<file path="src/rtl/ioapic_msi_pkg.sv">
// Shared types and MSI formatting helpers for the IOAPIC MSI transmit stage.
package ioapic_msi_pkg;

   typedef enum logic [1:0] {
      IDLE = 2'd0,
      ADDR = 2'd1,
      RESP = 2'd2
   } msi_state_t;

   localparam logic [31:0] MSI_BASE_ADDR = 32'hFEE0_0000;
   localparam logic [1:0]  BRESP_OKAY    = 2'b00;

   typedef struct packed {
      logic [7:0] vector;
      logic [7:0] dest;
      logic [2:0] deliv_mode;
   } msi_msg_t;

   // Physical destination mode, no redirection hint: RH/DM bits stay 0.
   function automatic logic [31:0] msi_addr_f(input logic [7:0] dest);
      return MSI_BASE_ADDR | {12'h000, dest, 12'h000};
   endfunction

   // Edge-triggered, deassert level: trigger and level bits stay 0.
   function automatic logic [31:0] msi_data_f(input msi_msg_t m);
      return {16'h0000, 1'b0, 1'b0, 3'b000, m.deliv_mode, m.vector};
   endfunction

endpackage

</file>
<file path="src/rtl/ioapic_msi_fifo.sv">
// Synchronous FIFO of delivery requests with registered level and full flag.
module ioapic_msi_fifo
   import ioapic_msi_pkg::*;
#(
   parameter int DEPTH = 4
) (
   input  logic                       clk,
   input  logic                       rst_n,
   input  logic                       push_i,
   input  msi_msg_t                   data_i,
   input  logic                       pop_i,
   output msi_msg_t                   head_o,
   output logic                       empty_o,
   output logic                       full_o,
   output logic [$clog2(DEPTH):0]     level_o,
   output logic [$clog2(DEPTH):0]     level_nxt_o
);

   localparam int AW = $clog2(DEPTH);
   localparam int LW = AW + 1;

   logic [AW-1:0] wptr_q, rptr_q;
   logic [LW-1:0] level_q, level_d;
   logic          full_q;
   logic          do_push, do_pop;
   msi_msg_t      mem_q [DEPTH];

   assign do_push = push_i && !full_q;
   assign do_pop  = pop_i && (level_q != '0);

   always_comb begin
      level_d = level_q;
      case ({do_push, do_pop})
         2'b10:   level_d = level_q + LW'(1);
         2'b01:   level_d = level_q - LW'(1);
         default: level_d = level_q;
      endcase
   end

   // NOTE: sequential state uses non-blocking <= so every flop samples pre-edge values.
   always_ff @(posedge clk or negedge rst_n) begin
      if (!rst_n) begin
         wptr_q  <= '0;
         rptr_q  <= '0;
         level_q <= '0;
         full_q  <= 1'b0;
      end else begin
         if (do_push) wptr_q <= wptr_q + AW'(1);
         if (do_pop)  rptr_q <= rptr_q + AW'(1);
         level_q <= level_d;
         full_q  <= (level_d == LW'(DEPTH));
      end
   end

   // NOTE: storage has no reset; pointers and level alone define which entries are valid.
   always_ff @(posedge clk) begin
      if (do_push) mem_q[wptr_q] <= data_i;
   end

   assign head_o      = mem_q[rptr_q];
   assign empty_o     = (level_q == '0);
   assign full_o      = full_q;
   assign level_o     = level_q;
   assign level_nxt_o = level_d;

endmodule

</file>
<file path="src/rtl/ioapic_msi_tx.sv">
// IOAPIC MSI transmitter: buffers delivery requests, issues MSI writes with bounded retry,
// forwards LAPIC EOIs. Optional response timeout enabled by IOAPIC_MSI_TIMEOUT_EN.
module ioapic_msi_tx
   import ioapic_msi_pkg::*;
#(
   parameter int FIFO_DEPTH     = 4,
   parameter int MAX_RETRY      = 2,
   parameter int TIMEOUT_CYCLES = 256
) (
   input  logic                          clk,
   input  logic                          rst_n,
   input  logic                          req_valid,
   input  logic [7:0]                    req_vector,
   input  logic [7:0]                    req_dest,
   input  logic [2:0]                    req_deliv_mode,
   output logic                          req_ready,
   output logic                          msi_awvalid,
   output logic [31:0]                   msi_addr,
   output logic [31:0]                   msi_data,
   input  logic                          msi_awready,
   input  logic                          msi_bvalid,
   input  logic [1:0]                    msi_bresp,
   output logic                          msi_bready,
   input  logic                          lapic_eoi_valid,
   input  logic [7:0]                    lapic_eoi_vector,
   output logic                          eoi_out,
   output logic [7:0]                    eoi_vector,
   output logic [$clog2(FIFO_DEPTH):0]   fifo_level,
   output logic [7:0]                    drop_count,
   output logic                          busy
);

   localparam int LW = $clog2(FIFO_DEPTH) + 1;
   localparam int RW = $clog2(MAX_RETRY + 2);

   msi_state_t    state_q, state_d;
   logic [31:0]   addr_q, addr_d;
   logic [31:0]   data_q, data_d;
   logic [RW-1:0] retry_q, retry_d;
   logic [7:0]    drop_q, drop_d;
   logic          busy_q, busy_d;
   logic          eoi_q;
   logic [7:0]    eoi_vec_q;

   msi_msg_t      push_msg, head_msg;
   logic          fifo_push, fifo_pop, fifo_empty, fifo_full;
   logic [LW-1:0] fifo_level_q, fifo_level_nxt;
   logic          rsp_err;
   logic          tmo_hit;

   assign push_msg  = '{vector: req_vector, dest: req_dest, deliv_mode: req_deliv_mode};
   assign fifo_push = req_valid && req_ready;

   ioapic_msi_fifo #(
      .DEPTH (FIFO_DEPTH)
   ) u_fifo (
      .clk         (clk),
      .rst_n       (rst_n),
      .push_i      (fifo_push),
      .data_i      (push_msg),
      .pop_i       (fifo_pop),
      .head_o      (head_msg),
      .empty_o     (fifo_empty),
      .full_o      (fifo_full),
      .level_o     (fifo_level_q),
      .level_nxt_o (fifo_level_nxt)
   );

`ifdef IOAPIC_MSI_TIMEOUT_EN
   logic [15:0] tmo_q, tmo_d;

   // Counter only advances while waiting in RESP; any other state restarts it.
   assign tmo_d   = (state_q == RESP && !msi_bvalid) ? tmo_q + 16'd1 : 16'd0;
   assign tmo_hit = (state_q == RESP) && (tmo_q == 16'(TIMEOUT_CYCLES - 1));

   always_ff @(posedge clk or negedge rst_n) begin
      if (!rst_n) tmo_q <= 16'd0;
      else        tmo_q <= tmo_d;
   end
`else
   logic unused_tmo_cfg;
   assign unused_tmo_cfg = (TIMEOUT_CYCLES != 0);
   assign tmo_hit        = 1'b0;
`endif

   // NOTE: every always_comb output is defaulted first, so no path can infer a latch.
   always_comb begin
      state_d  = state_q;
      addr_d   = addr_q;
      data_d   = data_q;
      retry_d  = retry_q;
      drop_d   = drop_q;
      fifo_pop = 1'b0;
      rsp_err  = 1'b0;

      case (state_q)
         IDLE: begin
            if (!fifo_empty) begin
               addr_d   = msi_addr_f(head_msg.dest);
               data_d   = msi_data_f(head_msg);
               fifo_pop = 1'b1;
               state_d  = ADDR;
            end
         end
         ADDR: begin
            if (msi_awready) state_d = RESP;
         end
         RESP: begin
            // A real response always takes precedence over a coincident timeout.
            if (msi_bvalid) begin
               if (msi_bresp == BRESP_OKAY) begin
                  retry_d = '0;
                  state_d = IDLE;
               end else begin
                  rsp_err = 1'b1;
               end
            end else if (tmo_hit) begin
               rsp_err = 1'b1;
            end

            if (rsp_err) begin
               if (retry_q < RW'(MAX_RETRY)) begin
                  retry_d = retry_q + RW'(1);
                  state_d = ADDR;
               end else begin
                  drop_d  = (drop_q == 8'hFF) ? drop_q : drop_q + 8'd1;
                  retry_d = '0;
                  state_d = IDLE;
               end
            end
         end
         default: state_d = IDLE;
      endcase
   end

   assign busy_d = (state_d != IDLE) || (fifo_level_nxt != '0);

   always_ff @(posedge clk or negedge rst_n) begin
      if (!rst_n) begin
         state_q   <= IDLE;
         addr_q    <= '0;
         data_q    <= '0;
         retry_q   <= '0;
         drop_q    <= '0;
         busy_q    <= 1'b0;
         eoi_q     <= 1'b0;
         eoi_vec_q <= '0;
      end else begin
         state_q   <= state_d;
         addr_q    <= addr_d;
         data_q    <= data_d;
         retry_q   <= retry_d;
         drop_q    <= drop_d;
         busy_q    <= busy_d;
         eoi_q     <= lapic_eoi_valid;
         eoi_vec_q <= lapic_eoi_vector;
      end
   end

   assign req_ready   = !fifo_full;
   assign msi_awvalid = (state_q == ADDR);
   assign msi_bready  = (state_q == RESP);
   assign msi_addr    = addr_q;
   assign msi_data    = data_q;
   assign eoi_out     = eoi_q;
   assign eoi_vector  = eoi_vec_q;
   assign fifo_level  = fifo_level_q;
   assign drop_count  = drop_q;
   assign busy        = busy_q;

endmodule
</file>
<file path="config.mk">
export PLATFORM = sky130hd
export DESIGN_NAME = ioapic_msi_tx
export DESIGN_NICKNAME = d
export VERILOG_FILES = /design/src/rtl/ioapic_msi_pkg.sv /design/src/rtl/ioapic_msi_fifo.sv /design/src/rtl/ioapic_msi_tx.sv
export SDC_FILE = /design/constraint.sdc
export NUM_CORES = 1
export LEC_CHECK = 0
export CORE_MARGIN = 2
export CORE_UTILIZATION = 52
export CTS_BUF_LIST = sky130_fd_sc_hd__clkbuf_8
export DETAILED_ROUTE_END_ITERATION = 7
export GPL_TIMING_DRIVEN = 0
export PLACE_DENSITY = 0.83
export REMOVE_ABC_BUFFERS = 1
export SETUP_SLACK_MARGIN = 0.2
export SLEW_MARGIN = 20
export SYNTH_ARGS = -nofsm -noshare
export SYNTH_HDL_FRONTEND = slang
export SYNTH_SLANG_ARGS = --single-unit
</file>
<file path="constraint.sdc">
create_clock -name clk -period 3.05 [get_ports clk]
set_input_delay 0.305 -clock clk [delete_from_list [all_inputs] [get_ports clk]]
set_output_delay 0.305 -clock clk [all_outputs]
set_load 0.005 [all_outputs]
</file>
==> results of run 1 <==
-- metrics by stage --
step	util [%]	std cells	setup WS (ps)
final	65.9	534	521
after global routing	65.9	534	307
after CTS	65.9	534	474
after detailed placement	61.3	501	408
after global placement	61.3	501	26.7
after floorplan	-	281	770
-- cell usage in the layout (no fill, tap or decap), types with 2 or more instances in the layout --
cell type / instances
sky130_fd_sc_hd__mux4_2: 19
sky130_fd_sc_hd__mux2_2: 4
sky130_fd_sc_hd__nor2b_1: 3
sky130_fd_sc_hd__nand4_1: 3
sky130_fd_sc_hd__dfrtp_1: 49
sky130_fd_sc_hd__inv_6: 6
sky130_fd_sc_hd__o21ai_0: 4
sky130_fd_sc_hd__a21oi_1: 5
sky130_fd_sc_hd__mux2_4: 18
sky130_fd_sc_hd__nand2_1: 9
sky130_fd_sc_hd__inv_1: 8
sky130_fd_sc_hd__inv_8: 3
sky130_fd_sc_hd__ha_1: 6
sky130_fd_sc_hd__clkbuf_8: 18
sky130_fd_sc_hd__nor2_1: 7
sky130_fd_sc_hd__and3_1: 3
sky130_fd_sc_hd__bufinv_16: 3
sky130_fd_sc_hd__and4_1: 2
sky130_fd_sc_hd__edfxtp_1: 76
sky130_fd_sc_hd__conb_1: 35
sky130_fd_sc_hd__clkdlybuf4s50_1: 86
sky130_fd_sc_hd__clkinv_4: 3
sky130_fd_sc_hd__and2_1: 4
sky130_fd_sc_hd__xnor2_1: 8
-- synth_stat cells, types with 2 or more instances --
cell / number
sky130_fd_sc_hd__o21ai_0: 4
sky130_fd_sc_hd__nor2b_1: 3
sky130_fd_sc_hd__dfrtp_1: 50
sky130_fd_sc_hd__and2_1: 4
sky130_fd_sc_hd__nand4_1: 3
sky130_fd_sc_hd__mux4_2: 19
sky130_fd_sc_hd__clkbuf_1: 3
sky130_fd_sc_hd__nor2_1: 7
sky130_fd_sc_hd__inv_1: 8
sky130_fd_sc_hd__buf_4: 44
sky130_fd_sc_hd__and3_1: 3
sky130_fd_sc_hd__a21oi_1: 5
sky130_fd_sc_hd__ha_1: 6
sky130_fd_sc_hd__mux2_2: 4
sky130_fd_sc_hd__edfxtp_1: 76
sky130_fd_sc_hd__nand2_1: 9
sky130_fd_sc_hd__and4_1: 2
sky130_fd_sc_hd__buf_12: 2
sky130_fd_sc_hd__mux2_4: 18
sky130_fd_sc_hd__xnor2_1: 8
sky130_fd_sc_hd__buf_6: 2
-- worst paths after layout --
check	start	end	slack (ps)
setup / recovery	u_fifo.level_o[0]$_DFF_PN0_	busy$_DFF_PN0_	520
hold / removal	lapic_eoi_vector[7]	eoi_vector[7]$_DFF_PN0_	310
setup reg to reg	u_fifo.level_o[0]$_DFF_PN0_	busy$_DFF_PN0_	520
hold reg to reg	retry_q[0]$_DFFE_PN0P_	retry_q[0]$_DFFE_PN0P_	520
max in group asynchronous	rst_n	u_fifo.rptr_q[0]$_DFFE_PN0P_	2120
min in group asynchronous	rst_n	msi_data[9]$_DFFE_PN0P_	440
-- cell type report --
type,instances,area [sq um]
clock buffers,18,248
clock inverters,14,194
fillers,694,3330
inverters,9,38.8
multi-input cells,146,1380
flip-flops and latches,126,3530
well taps,133,166
repair buffers,88,878
-- kinds of logic after synthesis --
kind of cell	share of synthesized area, %
and+or+nand+nor	4.31
other	0.0717
muxes	14.4
buffers and inverters	8.47
DFF	67.5
xor gates and xnor gates	1.82
AOI/OAI and AO/OA	1.58
adders and majority gates	1.82
-- sequential cells by signal (all words and copies together), names as in the netlist --
| name | cells |
|---|---|
| u_fifo.wptr_q | 2 |
| msi_data | 11 |
| u_fifo.rptr_q | 2 |
| u_fifo.level_o | 3 |
| u_fifo.mem_q | 76 |
| eoi_vector | 8 |
| eoi_out | 1 |
| msi_addr | 9 |
| state_q | 2 |
| drop_count | 8 |
| retry_q | 2 |
| busy | 1 |
| u_fifo.full_o | 1 |
-- timing repair --
item,4_1_cts,5_1_grt
endpoints found under the setup margin,0,0
endpoints found under the hold margin,50,0
hold buffers,1,0
-- routing by layer --
metal  wire length (um)  up-vias  part of all wire (%)  GRT usage (%)
li1                   -     1201                     -              -
met2               4490      119                    50           29.7
met4                 89        0                  0.99           5.41
met5                  0        -                     0              0
met3                644        9                   7.2           7.46
met1               3760     1356                    42           21.4
-- worst max-delay path: stages (launching register included) --
cell and delay [ps]:
sky130_fd_sc_hd__dfrtp_1 480, sky130_fd_sc_hd__nor3_1 220, sky130_fd_sc_hd__or3_4 180, sky130_fd_sc_hd__clkinv_4 230, sky130_fd_sc_hd__ha_1 320, sky130_fd_sc_hd__fa_1 390, sky130_fd_sc_hd__xnor2_1 160, sky130_fd_sc_hd__nor2_1 70
sky130_fd_sc_hd__xnor2_1 220, sky130_fd_sc_hd__nand4_1 120
-- power breakdown --
group | switching [uW] | internal [uW]
clock | 726 | 865
combinational | 646 | 1130
sequential | 368 | 2260
==> results.tsv, run 1 <==
metric	value	unit
run status	finished, final reports clean	
max frequency	0.395	GHz
count of clock tree sinks	126	
top-level port count	123	
leading register cell type out of synthesis	sky130_fd_sc_hd__edfxtp_1	
Gates resized, CTS repair	0	
pins over their slew limit	0	
category of the worst setup path capture point	register	
final worst clock skew	11.6	ps
final RePlAce weighted congestion	0.811	
min cycle time layout	2530	ps
reg2reg path depth	9	
ant diodes	0	
initial antenna violation count	0	
initial detailed-routing violation count	88	
post-detailed-placement half-perimeter wirelength	5560	um
signal arrival time at the worst endpoint	2820	ps
number of flops mapped to enable cells by yosys	76	
max cap viols	0	
Area growth syn-to-layout	23.2	%
die outline width	104	um
post-detailed-route via-to-cell ratio	5.03	
post-synthesis instance area	5230	sq um
row count	36	
clk slew on worst S/H paths	80	ps
worst-case clock buffer depth	2	
worst-case vdd ir drop	0.523	mV
Max FO, Critical Path	21	
final number of hold-violating endpoints	0	
first-pass iteration count of the detailed router	4	
worst hold path depth	1	
I/O Buffers	87	
wirelength, routed	8990	um
Async S/R FF share, synth	39.7	%
synth top area cells	sky130_fd_sc_hd__edfxtp_1, sky130_fd_sc_hd__dfrtp_1, sky130_fd_sc_hd__mux4_2	
total power draw	6000	uW
DRC violation count after routing	0	
Via Count	2685	
antenna viol nets, final	0	
routed length per placed instance	16.8	um
final global-route overflow total	0	
P_leak	0.00252	uW
Yosys warning total	0	
RSZ-0062 raised after global routing	false	
worst setup path category	register to register	
Critical Path RT	3340	ps
H-Tree Depth	4	
placed instance area	5990	sq um
critical path launch point type	register	
net count reported at finish	430	
global-route wire length before repair	14700	um
worst slew pin tran	1070	ps
power density over cell area	931	nW/um^2
area share of the largest cell type after synthesis	43.6	%
buffer cell driving the clock tree root	sky130_fd_sc_hd__clkbuf_8	
CTS tree	yes	
final cycle utilization of the critical path	82.9	%
all-layer global routing usage	17.9	%
leading area contributor after synthesis	sky130_fd_sc_hd__edfxtp_1	
die footprint	10900	sq um
effective utilization at floorplan	53.5	%
class of the worst hold path	input pin to register	
Synth Instances	298	
Post-CTS Repair Setup Buffers	0	
cts bufs inserted	17	
largest net degree at the start of global routing	51	
via count of the first global-routing pass	2861	
relative slew slack	28.3	%
total setup violations reported at the end of the flow	0	
count of distinct cell types in the synthesized netlist	39	
insertion delay to the later sink of the worst-skew pair	430	ps
per-instance average area after synthesis	17.6	sq um
share of final-layout standard cells stronger than drive strength 1	20.4	%
synthesis-stage register bit count	126	
Final TNS setup	0	ps
post-route cell area	6440	sq um
sequential share of the synthesized area	67.5	%
hold slack final	305	ps
core area	9770	sq um
y dimension of the die	104	um
Note: power is estimated with default switching activity, not from simulation.
==> run 2: changes to the inputs <==
==> constraint.sdc (replaced) <==
create_clock -name clk -period 2.33 [get_ports clk]
set_input_delay 0.233 -clock clk [delete_from_list [all_inputs] [get_ports clk]]
set_output_delay 0.233 -clock clk [all_outputs]
set_load 0.005 [all_outputs]
==> run 2 against run 1 <==
Against the previous run: die area did not move; via count increased by 1.5%; clock power grew 31%; register-to-register slack got worse by 230 ps; power up 35%; final cell count rose by 1.3%; combinational power rose by 46%; largest power group unchanged.
==> results.tsv, run 2 (synthesis results as in run 1) <==
metric	value	unit	change
run status	finished, final reports clean		
min cycle time layout	2040	ps	-487 ps
initial antenna violation count	0		unchanged
Top Family by Delay on Critical Path	simple AND/OR/NAND/NOR gates		
post-detailed-route via-to-cell ratio	5.04		+0.18%
CTS tree	yes		
series of cell instances along the critical path	nor3_2, or3_4, clkinv_8, ha_4, fa_2, xnor2_2, nor2_1, xnor2_1, nand4_1		
post-placement worst setup slack	-240	ps	-648 ps
worst-case clock buffer depth	2		unchanged
via count of the first global-routing pass	2908		+1.6%
ant diodes	0		unchanged
global-route wire length before repair	15000	um	+2.2%
placed instance area	5990	sq um	unchanged
Max FO, Critical Path	3		-86%
insertion delay to the later sink of the worst-skew pair	430	ps	about the same
max cap viols	0		unchanged
clk slew on worst S/H paths	80	ps	about the same
P_leak	0.00256	uW	+1.7%
top-level port count	123		unchanged
critical path launch point type	register		
fill cell instance count of the final layout	679		-2.2%
Worst Setup Slack, final	288	ps	-233 ps
largest reg by FF count	u_fifo.mem_q		
effective utilization at floorplan	53.5	%	unchanged
cts bufs inserted	17		unchanged
die footprint	10900	sq um	unchanged
power density over cell area	1240	nW/um^2	+33%
wirelength, routed	9270	um	+3.1%
final RePlAce weighted congestion	0.811		unchanged
worst r2r dst	busy$_DFF_PN0_		
signal arrival time at the worst endpoint	2330	ps	-490 ps
Via Count	2725		+1.5%
category of the worst setup path capture point	register		
die outline width	104	um	unchanged
final global-route overflow total	0		unchanged
relative slew slack	28.9	%	+0.54 points
DRC violation count after routing	0		unchanged
worst setup path category	register to register		
antenna viol nets, final	0		unchanged
class of the worst hold path	input pin to register		
reg2reg path depth	9		unchanged
max frequency	0.490	GHz	+24%
net count reported at finish	437		+1.6%
core area	9770	sq um	unchanged
initial detailed-routing violation count	108		+23%
final worst clock skew	11.9	ps	+0.213 ps
worst hold path depth	1		unchanged
largest net degree at the start of global routing	51		unchanged
post-route cell area	6550	sq um	+1.6%
pins over their slew limit	0		unchanged
H-Tree Depth	4		unchanged
share of final-layout standard cells stronger than drive strength 1	24.0	%	+3.6 points
total setup violations reported at the end of the flow	0		unchanged
final number of hold-violating endpoints	0		unchanged
final cycle utilization of the critical path	87.6	%	+4.7 points
buffering stage count on the worst path with inverters included	1		unchanged
first-pass iteration count of the detailed router	4		unchanged
Largest register FFs	76		unchanged
RSZ-0062 raised after global routing	false		
post-detailed-placement half-perimeter wirelength	5560	um	unchanged
slowest cell delay on critical path	420	ps	-60 ps
worst slew pin tran	1070	ps	-8.12 ps
R2R Path Start	u_fifo.level_o[1]$_DFF_PN0_		
I/O Buffers	87		unchanged
worst-case vdd ir drop	0.686	mV	+31%
Area growth syn-to-layout	25.1	%	
total area of multi-input combinational cells	1420	sq um	+2.7%
min-delay src	lapic_eoi_vector[7]		
CP max stage cell	sky130_fd_sc_hd__dfrtp_2		
top library cells by usage in the layout, fill and taps aside	sky130_fd_sc_hd__clkdlybuf4s50_1, sky130_fd_sc_hd__edfxtp_1, sky130_fd_sc_hd__dfrtp_1		
row count	36		unchanged
Critical Path RT	2620	ps	-720 ps
capture endpoint of the worst hold path	eoi_vector[7]$_DFF_PN0_		
register area	3540	sq um	+0.11%
y dimension of the die	104	um	unchanged
count of clock tree sinks	126		unchanged
most common cell after layout, fill and taps aside	sky130_fd_sc_hd__clkdlybuf4s50_1		
all-layer global routing usage	18.3	%	+0.45 points
buffer cell driving the clock tree root	sky130_fd_sc_hd__clkbuf_8		
register-to-register path setup slack	290	ps	-230 ps
routed length per placed instance	17.1	um	+1.7%
run 2: cell types whose count changed in the layout (fill, tap and decap cells not counted), sizes merged:
| cell | delta |
|---|---|
| clkinv | +1 |
| buf | +6 |
run 2: power breakdown:
group          total [uW]  leakage (uW)  switching [uW]  internal, uW
Combinational        2600       0.00105             981          1620
Clock                2080      0.000225             951          1130
Sequential           3410       0.00129             447          2970
Total                8100       0.00256            2380          5720
run 2: worst reg2reg max path, stage by stage (launching register included):
cell	delay, ps
sky130_fd_sc_hd__dfrtp_2	420
sky130_fd_sc_hd__nor3_2	170
sky130_fd_sc_hd__or3_4	190
sky130_fd_sc_hd__clkinv_8	50
sky130_fd_sc_hd__ha_4	170
sky130_fd_sc_hd__fa_2	360
sky130_fd_sc_hd__xnor2_2	140
sky130_fd_sc_hd__nor2_1	110
sky130_fd_sc_hd__xnor2_1	170
sky130_fd_sc_hd__nand4_1	130
run 2: metal layers:
metal / vias to the layer above / GRT usage (%) / share of wire (%)
met4: 0 / 5.50 / 0.74
li1: 1215 / - / -
met1: 1371 / 21.7 / 40
met3: 7 / 7.52 / 7.8
met5: - / 0 / 0
met2: 132 / 30.8 / 51
run 2: worst max path at each step:
stage | from | end | cells past startpoint | slack [ps]
after floorplan | u_fifo.level_o[0]$_DFF_PN0_ | busy$_DFF_PN0_ | 9 | 50
after global placement | rst_n | eoi_vector[3]$_DFF_PN0_ | 1 | -620
after detailed placement | req_valid | busy$_DFF_PN0_ | 9 | -240
after CTS | state_q[1]$_DFF_PN0_ | busy$_DFF_PN0_ | 8 | 210
after global routing | u_fifo.level_o[1]$_DFF_PN0_ | busy$_DFF_PN0_ | 9 | 170
final | u_fifo.level_o[1]$_DFF_PN0_ | busy$_DFF_PN0_ | 9 | 290
run 2: cell type report:
class	count	area share (%)
flip-flops and latches	126	54.1
multi-input cells	146	21.7
repair buffers	94	14.1
clock buffers	18	3.79
clock inverters	14	2.96
well taps	133	2.54
inverters	9	0.707
repair inverters	1	0.134
run 2: stage by stage:
| stage | hold WS (ps) | TNS [ps] | std cells | total power [uW] | utilization [%] |
|---|---|---|---|---|---|
| CTS | 214 | 0 | 539 | 8090 | 66.5 |
| detailed placement | 321 | -8930 | 501 | 5850 | 61.3 |
| floorplan | -62.6 | 0 | 281 | 4860 | - |
| finish | 234 | 0 | 541 | 8100 | 67.0 |
| global route | 213 | 0 | 541 | 8510 | 67.0 |
| global placement | 480 | -36960 | 501 | 5750 | 61.3 |
run 2: what timing repair did:
item	in CTS	in global routing
gates resized for setup	6	6
setup endpoints to repair	4	3
setup buffers	4	2
endpoints found under the hold margin	50	0
gates cloned	1	0
pin swaps	2	6
hold buffers	1	0
